[src/rtl/write_lane_pkg.sv]
// Shared types and lookups for write_lane_manager; the CRC state exists only when WR_LANE_CRC_EN is defined.
package write_lane_pkg;

  typedef enum logic [2:0] {
    ST_IDLE      = 3'd0,
    ST_PREAMBLE  = 3'd1,
    ST_DATA      = 3'd2,
`ifdef WR_LANE_CRC_EN
    ST_CRC       = 3'd3,
`endif
    ST_POSTAMBLE = 3'd4
  } wl_state_e;

  typedef enum logic [1:0] {
    BL_16     = 2'b00,
    BL_BC8    = 2'b01,
    BL_32     = 2'b10,
    BL_16_ALT = 2'b11
  } burst_len_e;

  localparam logic [1:0] DQS_DATA = 2'b10;
  localparam int         CNT_W    = 5;

  typedef struct packed {
    logic [2:0] pre;
    logic [1:0] post;
    logic [1:0] bl;
    logic [7:0] pre_pat;
    logic [3:0] post_pat;
    logic       crc;
  } wr_cfg_t;

  function automatic logic [5:0] burst_cycles(input logic [1:0] bl);
    case (burst_len_e'(bl))
      BL_BC8:  return 6'd8;
      BL_32:   return 6'd32;
      default: return 6'd16;
    endcase
  endfunction

endpackage

[src/rtl/wr_dqs_gen.sv]
// Registered DQS strobe generator: picks the per-cycle strobe pair from the
// upcoming state and remaining-cycle count, then replicates it on every lane.
module wr_dqs_gen
  import write_lane_pkg::*;
#(
  parameter int NUM_LANES = 2
) (
  input  logic                   i_clk,
  input  logic                   i_rst,
  input  wl_state_e              i_state,
  input  logic [1:0]             i_rem,
  input  logic [1:0]             i_post,
  input  logic [7:0]             i_pre_pattern,
  input  logic [3:0]             i_post_pattern,
  output logic [2*NUM_LANES-1:0] o_DQS,
  output logic                   o_DQS_valid
);

  logic [1:0] pair_d;
  logic       valid_d;
  logic       post_bit;
  logic [2*NUM_LANES-1:0] dqs_q;
  logic       valid_q;

  // A 3-cycle postamble plays the 2-entry pattern first, then drives 00.
  assign post_bit = (i_post == 2'd3) ? (i_rem == 2'd2) : i_rem[0];

  always_comb begin
    pair_d  = 2'b00;
    valid_d = 1'b0;
    case (i_state)
      ST_PREAMBLE: begin
        pair_d  = i_pre_pattern[{i_rem, 1'b0} +: 2];
        valid_d = 1'b1;
      end
      ST_DATA: begin
        pair_d  = DQS_DATA;
        valid_d = 1'b1;
      end
`ifdef WR_LANE_CRC_EN
      ST_CRC: begin
        pair_d  = DQS_DATA;
        valid_d = 1'b1;
      end
`endif
      ST_POSTAMBLE: begin
        valid_d = 1'b1;
        if (!(i_post == 2'd3 && i_rem == 2'd0)) begin
          pair_d = i_post_pattern[{post_bit, 1'b0} +: 2];
        end
      end
      default: ;
    endcase
  end

  always_ff @(posedge i_clk or negedge i_rst) begin
    if (!i_rst) begin
      dqs_q   <= '0;
      valid_q <= 1'b0;
    end else begin
      dqs_q   <= {NUM_LANES{pair_d}};
      valid_q <= valid_d;
    end
  end

  assign o_DQS       = dqs_q;
  assign o_DQS_valid = valid_q;

endmodule

[src/rtl/write_lane_manager.sv]
// Write lane sequencer: preamble, data beats, optional CRC byte (WR_LANE_CRC_EN), postamble.
// States: IDLE no write | PREAMBLE strobe lead-in | DATA beats | CRC crc byte | POSTAMBLE strobe tail
module write_lane_manager
  import write_lane_pkg::*;
#(
  parameter int NUM_LANES = 2,
  parameter int MAX_PRE   = 4
) (
  input  logic                   i_clk,
  input  logic                   i_rst,
  input  logic                   i_enable,
  input  logic                   i_wr_en,
  input  logic                   i_phy_crc_mode,
  input  logic                   i_DRAM_crc_en,
  input  logic [2:0]             i_precycle,
  input  logic [1:0]             i_postcycle,
  input  logic [1:0]             i_burstlength,
  input  logic [7:0]             i_pre_pattern,
  input  logic [3:0]             i_post_pattern,
  input  logic [8*NUM_LANES-1:0] i_Wr_data,
  input  logic [NUM_LANES-1:0]   i_Wr_datamask,
  input  logic [8*NUM_LANES-1:0] i_crc_code,
  output logic [8*NUM_LANES-1:0] o_DQ,
  output logic                   o_DQ_valid,
  output logic [NUM_LANES-1:0]   o_DM,
  output logic [2*NUM_LANES-1:0] o_DQS,
  output logic                   o_DQS_valid,
  output logic [8*NUM_LANES-1:0] o_crc_data,
  output logic                   o_crc_enable,
  output logic                   o_data_req,
  output logic                   o_busy,
  output logic                   o_wr_err
);

  localparam logic [2:0] MAX_PRE_L = 3'(MAX_PRE);

  wl_state_e              state_q, state_d;
  logic [CNT_W-1:0]       rem_q, rem_d;
  wr_cfg_t                cfg_q, cfg_d, pcfg_q, pcfg_d, live_cfg, start_cfg;
  logic                   pend_q, pend_d;
  logic                   wr_take, burst_done, consume, err_d;

  logic [8*NUM_LANES-1:0] dq_d, dq_q, crcd_d, crcd_q;
  logic [NUM_LANES-1:0]   dm_d, dm_q;
  logic                   dqv_d, dqv_q, crce_d, crce_q, req_d, req_q, busy_d, busy_q, err_q;

  function automatic logic [CNT_W-1:0] pre_last(input logic [2:0] pre);
    logic [2:0] p;
    p = (pre == 3'd0) ? 3'd1 : ((pre > MAX_PRE_L) ? MAX_PRE_L : pre);
    return {2'b00, p - 3'd1};
  endfunction

  function automatic logic [CNT_W-1:0] post_last(input logic [1:0] post);
    return (post == 2'd0) ? '0 : {3'b000, post - 2'd1};
  endfunction

  function automatic logic [CNT_W-1:0] beat_last(input logic [1:0] bl);
    return CNT_W'(burst_cycles(bl) - 6'd1);
  endfunction

  always_comb begin
    live_cfg.pre      = i_precycle;
    live_cfg.post     = i_postcycle;
    live_cfg.bl       = i_burstlength;
    live_cfg.pre_pat  = i_pre_pattern;
    live_cfg.post_pat = i_post_pattern;
`ifdef WR_LANE_CRC_EN
    live_cfg.crc      = i_phy_crc_mode & i_DRAM_crc_en;
`else
    live_cfg.crc      = 1'b0;
`endif
  end

`ifndef WR_LANE_CRC_EN
  logic unused_crc;
  assign unused_crc = ^{i_crc_code, i_phy_crc_mode, i_DRAM_crc_en};
`endif

  // Counters run down to zero; a command waiting in the slot (or arriving now)
  // may start as soon as the data/CRC phase is over.
  always_comb begin
    state_d    = state_q;
    rem_d      = rem_q;
    cfg_d      = cfg_q;
    pend_d     = pend_q;
    pcfg_d     = pcfg_q;
    err_d      = 1'b0;
    burst_done = 1'b0;
    consume    = 1'b0;
    start_cfg  = live_cfg;
    wr_take    = i_enable && i_wr_en && (state_q != ST_IDLE);

    if (!i_enable) begin
      state_d = ST_IDLE;
      rem_d   = '0;
      pend_d  = 1'b0;
    end else begin
      case (state_q)
        ST_IDLE: begin
          if (i_wr_en) begin
            state_d = ST_PREAMBLE;
            cfg_d   = live_cfg;
            rem_d   = pre_last(live_cfg.pre);
          end
        end
        ST_PREAMBLE: begin
          if (rem_q == '0) begin
            state_d = ST_DATA;
            rem_d   = beat_last(cfg_q.bl);
          end else begin
            rem_d = rem_q - CNT_W'(1);
          end
        end
        ST_DATA: begin
          if (rem_q != '0) begin
            rem_d = rem_q - CNT_W'(1);
          end else
`ifdef WR_LANE_CRC_EN
          if (cfg_q.crc) begin
            state_d = ST_CRC;
            rem_d   = '0;
          end else
`endif
          begin
            burst_done = 1'b1;
            state_d    = ST_POSTAMBLE;
            rem_d      = post_last(cfg_q.post);
          end
        end
`ifdef WR_LANE_CRC_EN
        ST_CRC: begin
          burst_done = 1'b1;
          state_d    = ST_POSTAMBLE;
          rem_d      = post_last(cfg_q.post);
        end
`endif
        ST_POSTAMBLE: begin
          burst_done = 1'b1;
          if (rem_q == '0) begin
            state_d = ST_IDLE;
          end else begin
            rem_d = rem_q - CNT_W'(1);
          end
        end
        default: state_d = ST_IDLE;
      endcase

      if (burst_done && (pend_q || wr_take)) begin
        consume   = 1'b1;
        start_cfg = pend_q ? pcfg_q : live_cfg;
        state_d   = ST_PREAMBLE;
        cfg_d     = start_cfg;
        rem_d     = pre_last(start_cfg.pre);
      end

      // The slot frees up in the same cycle it is consumed, so a new command can refill it.
      if (consume) begin
        pend_d = pend_q && wr_take;
        if (pend_q && wr_take) pcfg_d = live_cfg;
      end else if (wr_take) begin
        if (pend_q) begin
          err_d = 1'b1;
        end else begin
          pend_d = 1'b1;
          pcfg_d = live_cfg;
        end
      end
    end
  end

  always_comb begin
    dq_d   = '0;
    dm_d   = '0;
    dqv_d  = 1'b0;
    crcd_d = '0;
    crce_d = 1'b0;
    busy_d = (state_d != ST_IDLE);
    req_d  = ((state_d == ST_PREAMBLE) && (rem_d == '0)) ||
             ((state_d == ST_DATA) && (rem_d != '0));
    case (state_d)
      ST_DATA: begin
        dq_d  = i_Wr_data;
        dm_d  = i_Wr_datamask;
        dqv_d = 1'b1;
`ifdef WR_LANE_CRC_EN
        if (cfg_d.crc) begin
          crce_d = 1'b1;
          crcd_d = i_Wr_data;
        end
`endif
      end
`ifdef WR_LANE_CRC_EN
      ST_CRC: begin
        dq_d  = i_crc_code;
        dqv_d = 1'b1;
      end
`endif
      default: ;
    endcase
  end

  always_ff @(posedge i_clk or negedge i_rst) begin
    if (!i_rst) begin
      state_q <= ST_IDLE;
      rem_q   <= '0;
      cfg_q   <= '0;
      pcfg_q  <= '0;
      pend_q  <= 1'b0;
      dq_q    <= '0;
      dm_q    <= '0;
      dqv_q   <= 1'b0;
      crcd_q  <= '0;
      crce_q  <= 1'b0;
      req_q   <= 1'b0;
      busy_q  <= 1'b0;
      err_q   <= 1'b0;
    end else begin
      state_q <= state_d;
      rem_q   <= rem_d;
      cfg_q   <= cfg_d;
      pcfg_q  <= pcfg_d;
      pend_q  <= pend_d;
      dq_q    <= dq_d;
      dm_q    <= dm_d;
      dqv_q   <= dqv_d;
      crcd_q  <= crcd_d;
      crce_q  <= crce_d;
      req_q   <= req_d;
      busy_q  <= busy_d;
      err_q   <= err_d;
    end
  end

  wr_dqs_gen #(.NUM_LANES(NUM_LANES)) u_dqs_gen (
    .i_clk          (i_clk),
    .i_rst          (i_rst),
    .i_state        (state_d),
    .i_rem          (rem_d[1:0]),
    .i_post         (cfg_d.post),
    .i_pre_pattern  (cfg_d.pre_pat),
    .i_post_pattern (cfg_d.post_pat),
    .o_DQS          (o_DQS),
    .o_DQS_valid    (o_DQS_valid)
  );

  assign o_DQ         = dq_q;
  assign o_DM         = dm_q;
  assign o_DQ_valid   = dqv_q;
  assign o_crc_data   = crcd_q;
  assign o_crc_enable = crce_q;
  assign o_data_req   = req_q;
  assign o_busy       = busy_q;
  assign o_wr_err     = err_q;

endmodule

[config.mk]
export PLATFORM = sky130hd
export DESIGN_NAME = write_lane_manager
export DESIGN_NICKNAME = d
export VERILOG_FILES = /design/src/rtl/write_lane_pkg.sv /design/src/rtl/wr_dqs_gen.sv /design/src/rtl/write_lane_manager.sv
export SDC_FILE = /design/constraint.sdc
export NUM_CORES = 1
export LEC_CHECK = 0
export CORE_MARGIN = 2
export CORE_UTILIZATION = 45
export DETAILED_ROUTE_END_ITERATION = 8
export HOLD_SLACK_MARGIN = 0.08
export PLACE_DENSITY = 0.77
export SYNTH_ARGS = -nofsm -noshare
export SYNTH_HDL_FRONTEND = slang
export SYNTH_HIERARCHICAL = 1
export SYNTH_SLANG_ARGS = --single-unit
export TNS_END_PERCENT = 20
[constraint.sdc]
create_clock -name i_clk -period 3.9 [get_ports i_clk]
set_input_delay 0.78 -clock i_clk [delete_from_list [all_inputs] [get_ports i_clk]]
set_output_delay 0.78 -clock i_clk [all_outputs]
set_load 0.01 [all_outputs]
# Word level (Yosys, flattened, before mapping)
# Cells that the tools add are included.
[classes]
order_cmp = 2
n_mux = 50
n_reduce_logical = 26
add_sub_neg = 5
n_eq_ne = 12
shift = 2
[op_table]
columns = ["cell", "n"]
rows = [
  ["20-bit 2-to-1 mux", 4],
  ["17-bit 2-to-1 mux", 4],
  ["5-bit 2-to-1 mux", 9],
  ["3-bit 2-to-1 mux", 10],
  ["5-bit case mux with 4 select lines", 1],
  ["16-bit 2-to-1 mux", 1],
  ["1-bit 2-to-1 mux", 14],
  ["3-bit case mux with 4 select lines", 1],
  ["5-bit zero test", 2],
  ["5-bit case mux with 2 select lines", 1],
  ["5-bit nonzero test", 2],
  ["5-bit by 1-bit subtractor with 5-bit output (second input constant)", 2],
  ["3-bit zero test", 3],
  ["8-bit by 4-bit variable part select with 2-bit output", 1],
  ["1-bit logical AND", 7],
  ["2-bit == test (second input constant)", 3],
  ["3-bit by 1-bit == test with 1-bit output (second input constant)", 2],
  ["3-bit by 2-bit == test with 1-bit output (second input constant)", 2],
  ["3-bit == test (second input constant)", 2],
  ["3-bit greater-than comparator (second input constant)", 2],
  ["2-bit 2-to-1 mux", 3],
  ["2-bit case mux with 3 select lines", 1],
  ["3-bit AND reduction", 2],
  ["2-bit nonzero test", 3],
  ["11 further kinds", 15],
]
[totals]
ff_bits = 73
word_cells = 119

# Logic depth before layout (Yosys ltp)
[logic_depth]
ltp_word = 15
depth_mapped = 15

# Modules after synthesis
# Netlist, hierarchy kept.
[by_module_without_submodules]
columns = ["mod", "cells_per_inst", "area_each_um2", "instances"]
rows = [
  ["write_lane_manager", 323, 3296.9, 1],
  ["wr_dqs_gen", 28, 279.0, 1],
]

# Least setup slack after synthesis
# No wires, ideal clock.
[synth_path]
path_kind = "register to register"
from = "reg rem_q[0]"
to = "reg u_dqs_gen.dqs_q[2] (netlist: u_dqs_gen/o_DQS[2])"
path_buffers = 2
arrival_time_ns = 2.658
setup_slack_ns = 1.116
setup_ns = 0.126
path_stages_with_launch = 16
path_cell_list = "dfrtp_1 -> inv_1 -> ha_1 -> nor4b_4 -> inv_2 -> o21a_2 -> nand2b_4 -> buf_6 -> a21oi_4 -> buf_4 -> nor2_1 -> a31oi_1 -> nand2_1 -> and3_2 -> a211oi_1 -> o21ai_1"
[synth_lines]
columns = ["item", "line", "source"]
rows = [
  ["from (decl)", "write_lane_manager.sv:38", "logic [CNT_W-1:0] rem_q, rem_d;"],
  ["from (signal assigned)", "write_lane_manager.sv:219", "rem_q <= rem_d;"],
  ["to (signal assigned)", "wr_dqs_gen.sv:61", "dqs_q <= {NUM_LANES{pair_d}};"],
  ["to (decl)", "wr_dqs_gen.sv:22", "logic [2*NUM_LANES-1:0] dqs_q;"],
]

==> reports/metrics.cfg <==
[timing]
finalSetupTns_ns=0
fin_crit_ns=3.43
skew_ns=0.0115
max_slew_margin_pct=48.6
fin_hold_ws_ns=0.459
slew_viol_final=0
rsz0062_at_grt=false
setup_ws_ns=0.467
hold_viol=0
fmax_mhz=291
worstMarginPinSlew_ns=0.768
setup-violations-final=0
fin_crit_sh_pct=88.0

[yosys]
synth-seq-cells=69
syn_inst=351
syn_avg_cell_area_um2=10.2
synth_cell_type_count=63
synth_top_cell_by_area=dfrtp_1
ys_async_sr_fraction_pct=100
ys.flop_type=dfrtp_1
synth_warnings=6
synth.top_cell.area_share_pct=48.3
yosys-top-cells-area=dfrtp_1 (48%), mux2_2 (5.7%), buf_4 (4.8%)
ys_seq_area_share_pct=48.3
syn_area_mm2=0.00358
synth_edf_count=0

[floorplanning]
core_area_mm2=0.00773
ios=103
die_w_um=93.1
die-area_mm2=0.00868
die_h_um=93.1
initial_core_util_pct=46.3
rows=32

[clock_tree]
cts_hold_buf=0
cts_tree=yes
cts_num_sinks=69
cts_buffer_depth=2
cts_resized=0
worstSkewPairLatency_ns=0.35
cts_made_buffers=9
clk_pin_slew_ns=0.09
cts_setup_buffers=0
cts_root_buf=clkbuf_8
cts_max_level=3

[placed_design]
pre_cts_ws_ns=0.311
portBuffers=67
dp_hpwl_um=5460
gp_congestion=0.811

[grt]
grtUsageTotal_pct=18.4
grt_pass1_wl_um=12400
grt_antenna_before_repair=0
grt_max_degree=40
grt_pass1_vias=2650
grt_overflow=0

[finish]
drive_gt1_share_pct=16.5
final-seq-area_mm2=0.00173
nets=479
fin_util_pct=58.1
area_delta_synth_final_pct=25.6
multiInputGateArea_mm2=0.00160
fillerInstances=653
antenna_cells=0

[worst_setup_path]
setup.worst_path.start=rem_q[0]$_DFF_PN0_
r2r_slack_ns=0.47
worst_setup_path_end_kind=register
worst-setup-path-type=reg2reg
start_kind=register
worst-path-max-fanout=16
r2r_start=rem_q[0]$_DFF_PN0_
r2r-end=u_dqs_gen/o_DQS[2]$_DFF_PN0_
endpoint=u_dqs_gen/o_DQS[2]$_DFF_PN0_
required_ns=4.13
rr_worst_depth=13
arrival_ns=3.66

[detailed_routing]
drc=0
drt_wl_total_um=7590
vias=2723
dr.pass1.iters=4
routedWlPerCell_um=14.4
viasPerCell=5.19
drtIter0Drc=224
ant_nets=0

[outcome]
status=complete, no violations

[job]
max-cap-violations=0

[power_and_ir_drop]
p_leak_uw=0.00195
ir_worst_vdd_mv=0.407
total_power_uw=2890
powerDensity_mw_per_mm2=645

[hold_path]
hp-class=in2async

[sequential cells by signal (all words and copies together), names as in the netlist]
| signal | cells |
|---|---|
| pcfg_q | 19 |
| o_wr_err | 1 |
| o_DQ_valid | 1 |
| rem_q | 5 |
| o_data_req | 1 |
| u_dqs_gen/o_DQS_valid | 1 |
| cfg_q | 16 |
| pend_q | 1 |
| o_busy | 1 |
| u_dqs_gen/o_DQS | 2 |
| state_q | 3 |
| o_DQ | 16 |
| o_DM | 2 |
[critical path, cell delays in order (launching register included)]
cell and delay (ns):
dfrtp_1 0.47, inv_1 0.09, ha_1 0.19, nor4b_4 0.41, inv_2 0.15, o21a_2 0.30, nand2b_4 0.25, a21oi_4 0.23
nor2_1 0.06, a31oi_1 0.23, nand2_1 0.19, and3_2 0.26, a211oi_1 0.34, o21ai_1 0.12
[layout make-up]
| cell class | instances | area share, % |
|---|---|---|
| sequential | 69 | 38.5 |
| inverter | 9 | 0.752 |
| clock inverter | 7 | 2.34 |
| multi-input combinational | 248 | 35.7 |
| clock buffer | 9 | 2.76 |
| tap | 102 | 2.84 |
| timing repair buffer | 81 | 17.2 |
[cells in the final DEF (no fill, tap or decap), types with 4 or more instances in the layout]
cell,n
a31oi_1,15
a21oi_1,12
nor2_1,31
a211oi_1,4
dfrtp_1,69
o21ai_0,12
conb_1,17
nand2_1,37
nor3b_1,4
clkdlybuf4s50_1,66
clkbuf_8,9
nor2b_1,5
mux2_2,18
buf_4,14
nor3_1,9
and2_1,19
nand2b_1,4
inv_1,8
[cell usage after synthesis, types with 2 or more instances]
cell type  count
dfrtp_1       69
nand2_1       37
nor2_1        31
buf_4         23
and2_1        19
mux2_2        18
a31oi_1       15
a21oi_1       12
o21ai_0       12
nor3_1         9
clkbuf_1       8
inv_1          8
buf_2          5
nor2b_1        5
nor3b_1        5
a211oi_1       4
buf_6          4
nand2b_1       4
o2111ai_1      3
o211ai_1       3
o31ai_1        3
or3b_2         3
a211o_1        2
a21boi_0       2
a22oi_1        2
ha_1           2
mux2i_1        2
mux4_2         2
nand3_1        2
or3_1          2
xnor2_1        2
xor2_1         2
[logic make-up (layout without fill, tap and decap cells)]
group                    Yosys count  count (layout)  synth area share [%]
multiplexers                      22              22                  7.49
other                              1              17                 0.105
buffers and inverters             50             106                  8.71
XOR/XNOR                           4               4                 0.980
flip-flops                        69              69                  48.3
AO/OA/AOI/OAI                     76              76                  14.9
AND/OR/NAND/NOR                  126             126                  18.5
adder cells (fa/ha/maj)            3               3                  1.01
[power by group]
group / internal, uW / total [uW] / switching (uW)
clock network: 371 / 671 / 300
registers: 953 / 1100 / 146
logic: 571 / 1120 / 553
[stage by stage]
| step | cell area (um2) | instances |
|---|---|---|
| floorplan | 3640 | 367 |
| global placement | 4250 | 507 |
| detailed placement | 4250 | 507 |
| CTS | 4480 | 523 |
| global route | 4490 | 525 |
| finish | 4490 | 525 |
[worst min path at each step]
stage                                   endpoint  slack [ns]  cells after the start
after detailed placement  pcfg_q[10]$_DFFE_PN0P_        0.50                      1
final                      pcfg_q[6]$_DFFE_PN0P_        0.46                      1
after floorplan              cfg_q[10]$_DFF_PN0_        0.48                      0
after global placement    pcfg_q[11]$_DFFE_PN0P_        0.49                      1
after global routing       pcfg_q[8]$_DFFE_PN0P_        0.50                      1
after CTS                  pcfg_q[8]$_DFFE_PN0P_        0.47                      1
[metal layers]
layer	wire length (um)	vias to the layer above	GRT usage, %	share of wire, %
met3	397	13	4.92	5.2
met4	135	0	7.84	1.8
li1	-	1331	-	-
met5	0	-	0	0
met2	3800	82	30.4	50
met1	3250	1297	23.0	43
Note: power is estimated with default switching activity, not from simulation.
==> edit: new RTL, config.mk and constraints unchanged <==
Reset style: synchronous (`i_rst`), changed in 2 clocked blocks.
--- a/src/rtl/wr_dqs_gen.sv
+++ b/src/rtl/wr_dqs_gen.sv
@@ -53,7 +53,7 @@
     endcase
   end
 
-  always_ff @(posedge i_clk or negedge i_rst) begin
+  always_ff @(posedge i_clk) begin
     if (!i_rst) begin
       dqs_q   <= '0;
       valid_q <= 1'b0;
--- a/src/rtl/write_lane_manager.sv
+++ b/src/rtl/write_lane_manager.sv
@@ -199,7 +199,7 @@
     endcase
   end
 
-  always_ff @(posedge i_clk or negedge i_rst) begin
+  always_ff @(posedge i_clk) begin
     if (!i_rst) begin
       state_q <= ST_IDLE;
       rem_q   <= '0;
Function: differs if i_rst is asserted again (counterexample within 4 cycles, from zero or initial values and one cycle with i_rst low); with i_rst held inactive, the same outputs for 10 cycles.
==> edit against the original RTL <==
Final area shrank 1.6%. Routed wire length is 3.3% higher. First-iteration DRC count is 47% lower. Sequential cell count unchanged. Area after synthesis shrank 4.2%. Setup slack improved by 0.18 ns.
Power is not compared: it rests on default switching activity, and its combinational part moved more than twofold at a synthesized area within 25%.
==> edit: results (changes against the original RTL) <==
stage;metric;value;unit;change
global_route;grt_max_degree;26;;-35%
synthesis;synth_compound_area_share;11.7;%;-3.2 points
clock_network;postCtsResizedCells;0;;unchanged
critical_path;r2r_cells;12;;-1
clock_network;cts_root_buf;clkbuf_8;;
placed_design;gp_congestion;0.905;;+12%
synthesis;synthAdderAreaFrac;1.32;%;+0.30 points
placed_design;dp_slack;0.477;ns;+0.166 ns
route;first_iter_violations;119;;-47%
critical_path;worst_path_max_delay_cell;mux4_2;;
synthesis;synth-xor-area-share;1.02;%;+0.043 points
timing;whs;0.490;ns;+0.0308 ns
synthesis;synthMuxAreaShare;17.9;%;+10 points
timing;worst_slew_pin_slew;0.682;ns;-0.0860 ns
global_route;use_met2;33.3;%;+2.9 points
synthesis;synth_area_leaders;dfxtp_1 40%, mux2_2 7.2%, mux2i_1 6.4%, buf_4 4.6%, and3_1 3.8%;;
power;power.total;1.76;mW;
placed_design;placed_cells;506;;-0.20%
route;met2_length;4.03;mm;+6.1%
cells_and_area;drive_gt1_share;15.8;%;-0.71 points
placed_design;place_area;4140;um2;-2.6%
cells_and_area;stdcell_count;522;;-0.57%
synthesis;async_reset_ff_share;0;%;-100 points
global_route;grt_use_met3;3.90;%;-1.0 points
synthesis;syn_inst;349;;-0.57%
route;m1WireLength;3.26;mm;+0.37%
synthesis;yosysTopAreaCell;dfxtp_1;;
critical_path;timing.critical_path.max_delay_family;multiplexers;;
status;status;finished, final reports clean;;
critical_path;r2r_slack;0.65;ns;+0.18 ns
route;vias;2726;;+0.11%
global_route;grt_pass1_wl;12.8;mm;+2.8%
global_route;use_met1;23.6;%;+0.63 points
placed_design;place_hpwl;5.58;mm;+2.2%
synthesis;synth.distinct_cells;60;;-4.8%
synthesis;yosysSeqAreaShare;40.3;%;-7.9 points
synthesis;ys.flop_type;dfxtp_1;;
critical_path;critPathArrivalTime;3.48;ns;-0.18 ns
timing;setup_ws;0.650;ns;+0.183 ns
global_route;grtUsageTotal;19.4;%;+1.0 points
## edit: cell count changes in the layout (fill, tap and decap cells not counted), sizes merged, moves of 4 or more
cell | before | now
dfxtp | 0 | 69
dfrtp | 69 | 0
nand2 | 37 | 8
a31oi | 15 | 3
o21ai | 14 | 9
nor3 | 9 | 5
and3 | 1 | 21
mux2i | 2 | 22
mux2 | 18 | 29
## edit: layout make-up
class | instances | area, um2
timing repair buffer | 81 | 776
clock inverter | 5 | 129
clock buffer | 11 | 151
sequential | 69 | 1380
inverter | 12 | 45.0
tap | 99 | 124
multi-input combinational | 245 | 1810
fill | 633 | 2870
## edit: cells by family (layout without fill, tap and decap cells)
family / Yosys count / after routing
xor+xnor: 4 / 4
compound gates: 53 / 53
mux: 53 / 53
buf+inv: 51 / 109
flops: 69 / 69
other cells: 1 / 17
fa+ha+maj: 4 / 4
simple gates: 114 / 114
